`src/rtl/uc_broadcaster.sv`:
```
// uc_broadcaster: pops unit-clause literals from the arbiter queue and broadcasts each to all enabled engines.
// Optional build macro UC_BCAST_ZERO_FILTER_EN: discard popped literals equal to 0 instead of broadcasting them.
module uc_broadcaster #(
    parameter int NUM_ENGINE = 4,
    parameter int UC_LENGTH = 1024,
    localparam int LW = $clog2(UC_LENGTH)
) (
    input  logic                   clk,
    input  logic                   rst,
    input  logic                   uca_valid,
    input  logic signed [LW-1:0]   uca2eng,
    output logic                   eng2uca_rd,
    input  logic                   conflict,
    input  logic [NUM_ENGINE-1:0]  eng_en,
    output logic signed [LW-1:0]   bc2eng,
    output logic [NUM_ENGINE-1:0]  bc2eng_valid,
    input  logic [NUM_ENGINE-1:0]  eng2bc_ready,
    output logic                   halted,
    output logic [15:0]            bc_count
);
    typedef enum logic [1:0] {IDLE, BCAST, HALT} state_t;
    state_t state;
    logic [NUM_ENGINE-1:0] pending;
    logic [NUM_ENGINE-1:0] remain;
    logic signed [LW-1:0] hold;
    logic done;
    logic pop;
    logic drop;
    logic accept;
    logic empty_load;
    logic [1:0] inc;
    logic [16:0] sum;
`ifdef UC_BCAST_ZERO_FILTER_EN
    assign drop = (uca2eng == '0);
`else
    assign drop = 1'b0;
`endif
    // Pop decision: a new literal may enter when idle or when the current broadcast finishes this cycle
    always_comb begin
        remain = pending & ~eng2bc_ready;
        done = (state == BCAST) && (remain == '0);
        pop = rst && uca_valid && !conflict && ((state == IDLE) || done);
        accept = pop && !drop;
        empty_load = accept && (eng_en == '0);
        inc = {1'b0, done} + {1'b0, empty_load};
        sum = {1'b0, bc_count} + {15'b0, inc};
        eng2uca_rd = pop;
        bc2eng = rst ? hold : '0;
        bc2eng_valid = rst ? pending : '0;
        halted = rst && (state == HALT);
    end
    // Broadcast state machine; conflict abandons any partial broadcast and halts until reset
    always_ff @(posedge clk) begin
        if (!rst) begin
            state <= IDLE;
            pending <= '0;
            hold <= '0;
            bc_count <= '0;
        end else if (conflict) begin
            state <= HALT;
            pending <= '0;
            hold <= '0;
        end else if (state != HALT) begin
            bc_count <= sum[16] ? 16'hFFFF : sum[15:0];
            if (accept) hold <= uca2eng;
            pending <= accept ? eng_en : (state == BCAST ? remain : '0);
            state <= ((accept && eng_en != '0) || (state == BCAST && !done)) ? BCAST : IDLE;
        end
    end
endmodule

```
`config.mk`:
```
export PLATFORM = sky130hd
export DESIGN_NAME = uc_broadcaster
export DESIGN_NICKNAME = d
export VERILOG_FILES = /design/src/rtl/uc_broadcaster.sv
export SDC_FILE = /design/constraint.sdc
export NUM_CORES = 1
export LEC_CHECK = 0
export CAP_MARGIN = 20
export CELL_PAD_IN_SITES_DETAIL_PLACEMENT = 1
export CELL_PAD_IN_SITES_GLOBAL_PLACEMENT = 1
export CORE_ASPECT_RATIO = 0.5
export CORE_MARGIN = 3
export CORE_UTILIZATION = 35
export DETAILED_ROUTE_END_ITERATION = 8
export GPL_TIMING_DRIVEN = 0
export PLACE_DENSITY_LB_ADDON = 0.1
export SYNTH_ARGS = -nofsm -noshare
export SYNTH_HDL_FRONTEND = slang
export SYNTH_SLANG_ARGS = --single-unit
```
`constraint.sdc`:
```
create_clock -name clk -period 4.1 [get_ports clk]
set_input_delay 0.41 -clock clk [delete_from_list [all_inputs] [get_ports clk]]
set_output_delay 0.41 -clock clk [all_outputs]
set_load 0.005 [all_outputs]
```
After elaboration in Yosys (flattened, before gate mapping)
Index checks and enable logic that the tools add are counted.
- register bits: 32
- input bits: 22
- output and inout port bits: 32
- logic and storage cells: 42
- add/sub/neg operators: 2
- equality and inequality tests: 3
- multiplexer cells: 8
- bitwise operators: 4
- reductions and logical operators: 20
- operators with widths (operator ; count):
    adder 16 x 2 -> 17 bit ; 1
    two-way mux 16 bit ; 1
    two-way mux 4 bit ; 3
    two-way mux 10 bit ; 1
    logical AND 1 bit ; 8
    zero test 4 bit ; 2
    bitwise AND 4 bit ; 1
    two-way mux 2 bit ; 2
    inverter 4 bit ; 1
    AND reduction 2 bit ; 2
    nonzero test 4 bit ; 1
    adder 1 x 1 -> 2 bit ; 1
    == test 2 x 1 -> 1 bit (second input constant) ; 1
    == test 2 bit (second input constant) ; 1
    zero test 1 bit ; 2
    zero test 2 bit ; 1
    logical OR 1 bit ; 2
    inequality test 2 bit (second input constant) ; 1
    inverter 1 bit ; 2
    nonzero test 2 bit ; 1
    OR reduction 2 bit ; 1
    two-way mux 1 bit ; 1

Logic depth before layout (Yosys ltp)
Gate-level depths: netlist (run 1).
- depth in word-level cells: 11
- depth in mapped cells: 10
- depth with buffers taken out: 9

Least setup slack after synthesis (run 1)
No wires, ideal clock.
- path type: input to register
- from: in eng_en[2]
- to: reg bc_count[11]
- setup time: 76 ps
- arrival: 2466 ps
- required time: 4024 ps
- setup slack: 1558 ps
- stages: 9
- buffers on the path: 1
- path through: or4_1 nor3_1 fa_1 ha_1 nand4_1 nor3_2 nand3b_1 buf_2 a31oi_1
- word-level cells in the longest chain between the ends: 5
- ends and longest elaborated chain (element ; RTL line ; RTL):
    start, declared ; 14 ; input logic [NUM_ENGINE-1:0] eng_en,
    zero test 4 bit ; 44 ; empty_load = accept && (eng_en == '0);
    logical AND 1 bit ; 44 ;
    adder 1 x 1 -> 2 bit ; 45 ; inc = {1'b0, done} + {1'b0, empty_load};
    adder 16 x 2 -> 17 bit ; 46 ; sum = {1'b0, bc_count} + {15'b0, inc};
    two-way mux 16 bit ; 64 ; bc_count <= sum[16] ? 16'hFFFF : sum[15:0];
    end signal, assigned ; 64 ;
    end, declared ; 19 ; output logic [15:0] bc_count
No other way between the ends.
A chain may end at the register's enable or synchronous reset.

Worst setup path in the final report (run 1)
- from: in rst
- to: reg bc_count[13]
- word-level cells in the longest chain between the ends: 7
- ends and longest elaborated chain (element ; RTL line ; RTL):
    start, declared ; 9 ; input logic rst,
    logical AND 1 bit (3 in a row) ; 42 ; pop = rst && uca_valid && !conflict && ((state == IDLE) || done);
    logical AND 1 bit ; 44 ;
    adder 1 x 1 -> 2 bit ; 45 ;
    adder 16 x 2 -> 17 bit ; 46 ;
    two-way mux 16 bit ; 64 ;
Parallel ways exist; a longest one is shown, timed or not.

==> run summary, run 1 <==
Fillers: 516
post-CTS sizing: 0
placed cells: 295
final wirelength: 4597 µm
max_cap viols: 0
antenna diode count: 0
area of the multi-input gates: 899.6 µm²
critical path type: in2reg
top sig layer: met4
vias in the first global route: 1,764
Worst VDD drop: 127.3 µV
Die Y: 53.70 µm
GP Congestion: 0.7698
first-pass GRT wire length: 7838 µm
vias per cell: 5.427
total core area: 4124 µm²
DIE AREA: 5445 µm²
Rel. slew slack: 60.32%
setup slack, reg-to-reg: 1.29 ns
starting density of the core: 38.62%
Post-Syn Nets: 212
Seq/Total Area, Yosys: 40.22%
Slew Viols, Final: 0
Syn Inst Count: 188
Worst Skew: 0.008122 ns
synth warn: 0
overall routing resource usage: 18.35%
Detail Route met3 WL: 313 µm
Worst Path Max Fanout: 10
Num Clock Sinks: 32
H-tree Lvls: 2
DP HPWL: 3425 µm
setup bufs post-CTS: 0
max frequency: 293.5 MHz
Layout Cells excl Fill: 302
antenna violation net count after detailed routing: 0
critical path arrival: 3.62 ns
Final period util: 83.11%
Clock Latency Late Sink: 0.28 ns
CTS Buf Count: 5
most common cell after layout, fill and taps aside: clkdlybuf4s50_1
CTS Hold Bufs: 0
DRT iter0 DRCs: 36
routed len/inst: 15.22 µm
synth unique cells: 41
IO Port Bufs: 53
CP max stage delay: 0.60 ns
Setup crit end kind: flip-flop
Syn Area/Cell: 8.472 µm²
number of antenna violations at the first check in global routing: 0
most used cell, CP: nand3b_1
outcome: finished, final reports clean
leakage dissipation: 0.0007469 µW
register area: 640.6 µm²
Layout area overhead: 42.42%
# DRC: 0
worst path cell trace: clkdlybuf4s50_1 -> nor2b_1 -> nand3b_1 -> nor3_1 -> fa_1 -> ha_1 -> nand4_1 -> nor3_2 -> nand3b_1 -> buf_2 -> a31oi_1
Clock Tree Buf Depth: 2
met1 WL: 2124 µm
area of the mapped netlist: 1593 µm²
pwr dens: 271.0 nW/µm²
Hold/Removal Path Class: reg2reg
hold violation count in the final report: 0
Tmin final: 3.408 ns
unrepaired setup endpoints after global routing: false
drt first pass iters: 4
die extent in x: 101.4 µm
NumNets Final: 272
setup_tns: 0 ns
WP data required: 4.31 ns
Slew @ Worst Pin: 0.5920 ns
commonest cells after routing, fill and taps aside: 53 x clkdlybuf4s50_1, 32 x dfxtp_1, 17 x nand2_1
Site Rows: 16
clk slew on worst S/H paths: 0.07 ns
Setup-failing EPs final: 0
gr ovfl total: 0
CP startpoint kind: input pin
met2 routed wirelength: 2129 µm
CTS tree: built
layout cell share with drive strength beyond 1: 6.048%
largest net degree at the start of global routing: 11
vias: 1,639
slowest CP cell: clkdlybuf4s50_1
num ports: 54
root buf cell: clkbuf_8
#FFs+latches synth: 32
==> cells by family (layout without fill, tap and decap cells) <==
family / after synthesis / in the layout / synth area share, %
simple gates: 91 / 91 / 32.52
compound gates: 43 / 43 / 16.81
flops: 32 / 32 / 40.22
buf+inv: 11 / 71 / 3.299
xor+xnor: 7 / 7 / 3.849
fa+ha+maj: 2 / 2 / 2.042
mux: 2 / 2 / 1.257
==> cells in the mapped netlist, drive strengths merged <==
cell | n | share of area (%)
nor4bb | 1 | 0.63
buf | 4 | 1.6
nor3b | 2 | 0.94
ha | 1 | 0.79
and4 | 2 | 1.1
o22ai | 1 | 0.39
nor2b | 3 | 1.6
a32o | 3 | 1.9
inv | 1 | 0.24
nor3 | 5 | 1.9
a311oi | 1 | 0.55
a41oi | 2 | 1.1
o221a | 1 | 0.71
o21ai | 15 | 4.7
or3 | 2 | 0.79
nand2b | 6 | 2.4
nand3b | 4 | 1.9
clkinv | 1 | 0.24
nand2 | 17 | 4.0
mux2i | 2 | 1.3
and3 | 1 | 0.39
nor2 | 8 | 1.9
nand4 | 5 | 2.0
clkbuf | 5 | 1.2
fa | 1 | 1.3
or4 | 2 | 1.2
a41o | 1 | 0.63
a31oi | 5 | 2.0
a21oi | 12 | 3.8
xnor2 | 7 | 3.8
dfxtp | 32 | 40
nor4 | 5 | 2.0
a21bo | 1 | 0.63
o31ai | 1 | 0.47
nand3 | 14 | 4.4
and2 | 14 | 5.5
==> final timing paths <==
kind         cells after the start                        end                     from
max                             11  bc_count[13]$_SDFFE_PN0P_                      rst
min                              2       hold[1]$_SDFFE_PP0P_     hold[1]$_SDFFE_PP0P_
max reg2reg                     10  bc_count[13]$_SDFFE_PN0P_  pending[3]$_SDFFE_PP0N_
min reg2reg                      2       hold[1]$_SDFFE_PP0P_     hold[1]$_SDFFE_PP0P_
==> report_power, final <==
group	switching, µW	total [µW]	internal [µW]
clock	113	229	115
sequential	4.42	321	317
combinational	28.4	64.9	36.5
total	146	615	468
==> per-layer routing <==
metal	global-route usage [%]	up-vias
met2	33.12	50
met5	0	-
met3	6.468	5
met1	21.41	779
li1	-	805
met4	3.974	0
==> metrics by stage <==
step / setup slack (ns) / cell area [µm²] / hold slack (ns) / utilization (%) / total power (µW)
global placement: 0.3870 / 2191 / 0.4310 / 53.13 / 391.7
finish: 0.6923 / 2268 / 0.4476 / 55.01 / 614.7
detailed placement: 0.3798 / 2191 / 0.4415 / 53.13 / 393.2
floorplan: 1.558 / 1593 / 0.4238 / - / 354.5
CTS: 0.6439 / 2268 / 0.4503 / 55.01 / 621.6
global route: 0.3251 / 2268 / 0.4788 / 55.01 / 642.3
==> sequential cells by signal, summed over array words and instances, names as in the netlist <==
register / cells
bc_count: 16
hold: 10
pending: 4
state: 2
==> area by class of cell <==
cell class	instances	share of cell area [%]
Buffer	9	1.986
Tap cell	54	2.978
Clock buffer	6	3.199
Sequential cell	32	28.24
Inverter	2	0.3309
Multi-Input combinational cell	145	39.66
Clock inverter	1	0.2206
Timing Repair Buffer	53	23.39
==> worst max-delay path: cells and delay by family <==
| kind | cells | cell delay (ns) |
|---|---|---|
| and+or+nand+nor | 6 | 1.75 |
| buffers and inverters | 2 | 0.87 |
| adders and majority gates | 2 | 0.45 |
| AOI/OAI and AO/OA | 1 | 0.14 |
Note: power is estimated with default switching activity, not from simulation.
==> run 2: changes to the inputs <==
- CORE_UTILIZATION: 35 -> 29
- clock period: 4.1 -> 3 ns (I/O delays scaled with it)
==> run summary, run 2 (synthesized netlist as in run 1, its figures left out) <==
outcome: finished, final reports clean
Tmin final: 2.726 ns
largest net degree at the start of global routing: 11 (unchanged)
final wirelength: 4874 µm (+6.0%)
NumNets Final: 273 (+0.37%)
# DRC: 0 (unchanged)
Cell Area, Placed: 2211 µm² (+0.91%)
Num Clock Sinks: 32 (unchanged)
Clock Latency Late Sink: 0.29 ns (about the same)
Worst VDD drop: 183.1 µV (+44%)
critical path type: in2reg
gr ovfl total: 0 (unchanged)
Worst Skew: 0.004264 ns (-0.003857 ns)
CTS Hold Bufs: 0 (unchanged)
Final period util: 90.87%
CTS tree: built
Setup-failing EPs final: 0 (unchanged)
Reg power frac: 46.0% (-6.2 points)
max FFs per register: 16 (unchanged)
register area: 640.6 µm² (unchanged)
Logic pwr share: 9.6% (-1.0 points)
Die Y: 58.41 µm (+8.8%)
critical path arrival: 2.94 ns (-0.68 ns)
antenna violation net count after detailed routing: 0 (unchanged)
biggest regs: bc_count: 16 flops, hold: 10 flops, pending: 4 flops
first-pass GRT wire length: 8452 µm (+7.8%)
commonest cells after routing, fill and taps aside: 52 x clkdlybuf4s50_1, 32 x dfxtp_1, 17 x nand2_1
WP data required: 3.21 ns (-1.10 ns)
CP startpoint kind: input pin
clock share of power: 44.5% (+7.3 points)
CTS Buf Count: 5 (unchanged)
antenna diode count: 0 (unchanged)
GP Congestion: 0.8656 (+12%)
Sw Pwr: 225.0 µW (+54%)
Slew @ Worst Pin: 0.5405 ns (-0.05150 ns)
Switching Fraction: 23.57% (-0.22 points)
hold violation count in the final report: 0 (unchanged)
Layout area overhead: 47.37%
total core area: 5112 µm² (+24%)
Setup crit end kind: flip-flop
Layout Cells excl Fill: 320 (+6.0%)
setup_tns: 0 ns (unchanged)
Largest Register: bc_count
H-tree Lvls: 2 (unchanged)
most common cell after layout, fill and taps aside: clkdlybuf4s50_1
vias per cell: 5.116 (-5.7%)
clk slew on worst S/H paths: 0.08 ns (about the same)
Design Power: 954.5 µW (+55%)
Clock Tree Buf Depth: 2 (unchanged)
WHS: 0.4501 ns (+0.002482 ns)
IO Port Bufs: 53 (unchanged)
placed cells: 311 (+5.4%)
Site Rows: 18 (+2)
layout cell share with drive strength beyond 1: 7.600% (+1.6 points)
Internal Power: 729.5 µW (+56%)
overall routing resource usage: 16.12% (-2.2 points)
Fillers: 604 (+17%)
Worst Path Max Fanout: 10 (unchanged)
number of antenna violations at the first check in global routing: 0 (unchanged)
DRT iter0 DRCs: 83 (+130%)
leakage dissipation: 0.0007890 µW (+5.6%)
area of the multi-input gates: 918.4 µm² (+2.1%)
drt first pass iters: 4 (unchanged)
pwr dens: 406.7 nW/µm² (+50%)
DIE AREA: 6472 µm² (+19%)
starting density of the core: 31.16% (-7.5 points)
max frequency: 366.8 MHz
Rel. slew slack: 63.64% (+3.3 points)
Slew Viols, Final: 0 (unchanged)
die extent in x: 110.8 µm (+9.3%)
routed len/inst: 15.23 µm (about the same)
num ports: 54 (unchanged)
DP HPWL: 3482 µm (+1.7%)
max_cap viols: 0 (unchanged)
Hold/Removal Path Class: reg2reg
root buf cell: clkbuf_8
vias: 1,637 (-0.12%)
unrepaired setup endpoints after global routing: false
vias in the first global route: 1,715 (-2.8%)
post-route cell area: 2347 µm² (+3.5%)
[run 2: cell count changes in the layout (fill, tap and decap cells not counted), sizes merged]
| cell | delta |
|---|---|
| buf | +1 |
| bufinv | +1 |
| clkdlybuf4s50 | -1 |
| dlymetal6s2s | +1 |
[run 2: metrics by stage]
| step | util, % | setup WS, ns |
|---|---|---|
| final | 45.91 | 0.2738 |
| after global routing | 45.91 | 0.03709 |
| after CTS | 45.77 | 0.03654 |
| after detailed placement | 43.25 | -0.7326 |
| after global placement | 43.25 | -0.6486 |
| after floorplan | - | 0.5679 |
[run 2: worst paths after layout]
kind,from,end,slack (ns),depth (start not counted)
worst max-delay path,eng_en[1],bc_count[13]$_SDFFE_PN0P_,0.27,10
worst min-delay path,hold[1]$_SDFFE_PP0P_,hold[1]$_SDFFE_PP0P_,0.45,2
worst max register to register,pending[3]$_SDFFE_PP0N_,bc_count[3]$_SDFFE_PN0P_,0.52,10
worst min register to register,hold[1]$_SDFFE_PP0P_,hold[1]$_SDFFE_PP0P_,0.45,2
[run 2: critical path, cell delays in order]
cell	delay [ns]
clkdlybuf4s50_1	0.44
or4_1	0.57
nor3_2	0.18
fa_1	0.24
ha_1	0.20
nand4_1	0.18
nor3_4	0.25
nand3b_1	0.17
buf_2	0.25
a31oi_1	0.16
[run 2: layout make-up]
type / count / area share, %
Multi-Input combinational cell: 145 / 39.13
Sequential cell: 32 / 27.29
Timing Repair Buffer: 54 / 23.03
Tap cell: 70 / 3.731
Clock buffer: 6 / 3.092
Buffer: 9 / 1.919
Clock inverter: 2 / 1.493
Inverter: 2 / 0.3198
[run 2: timing repair]
item | CTS | global route
pin swaps | 1 | 0
gates resized for setup | 3 | 2
endpoints found under the setup margin | 16 | 17
setup buffers | 1 | 0
cloned | 0 | 0
[run 2: routing by layer]
metal	share of wire [%]	global-route usage, %	vias to the layer above
li1	-	-	804
met1	48	20.76	786
met2	45	25.78	40
met3	6.1	5.544	7
met4	1.1	5.263	0
met5	0	0	-
[run 2: power by group through the flow]
stage                     Combinational, µW  Sequential, µW  Clock [µW]
after detailed placement               89.4             448           0
final                                  91.3             439         425
after global routing                   99.7             440         456
after floorplan                        38.1             446           0
after CTS                              91.8             438         433
after global placement                 88.9             448           0
==> run 3: changes to the inputs <==
- HOLD_SLACK_MARGIN: default -> 0.02
- TNS_END_PERCENT: default -> 10
==> results of run 3 <==
Final layout, timing and power as in run 2 (identical DEF).
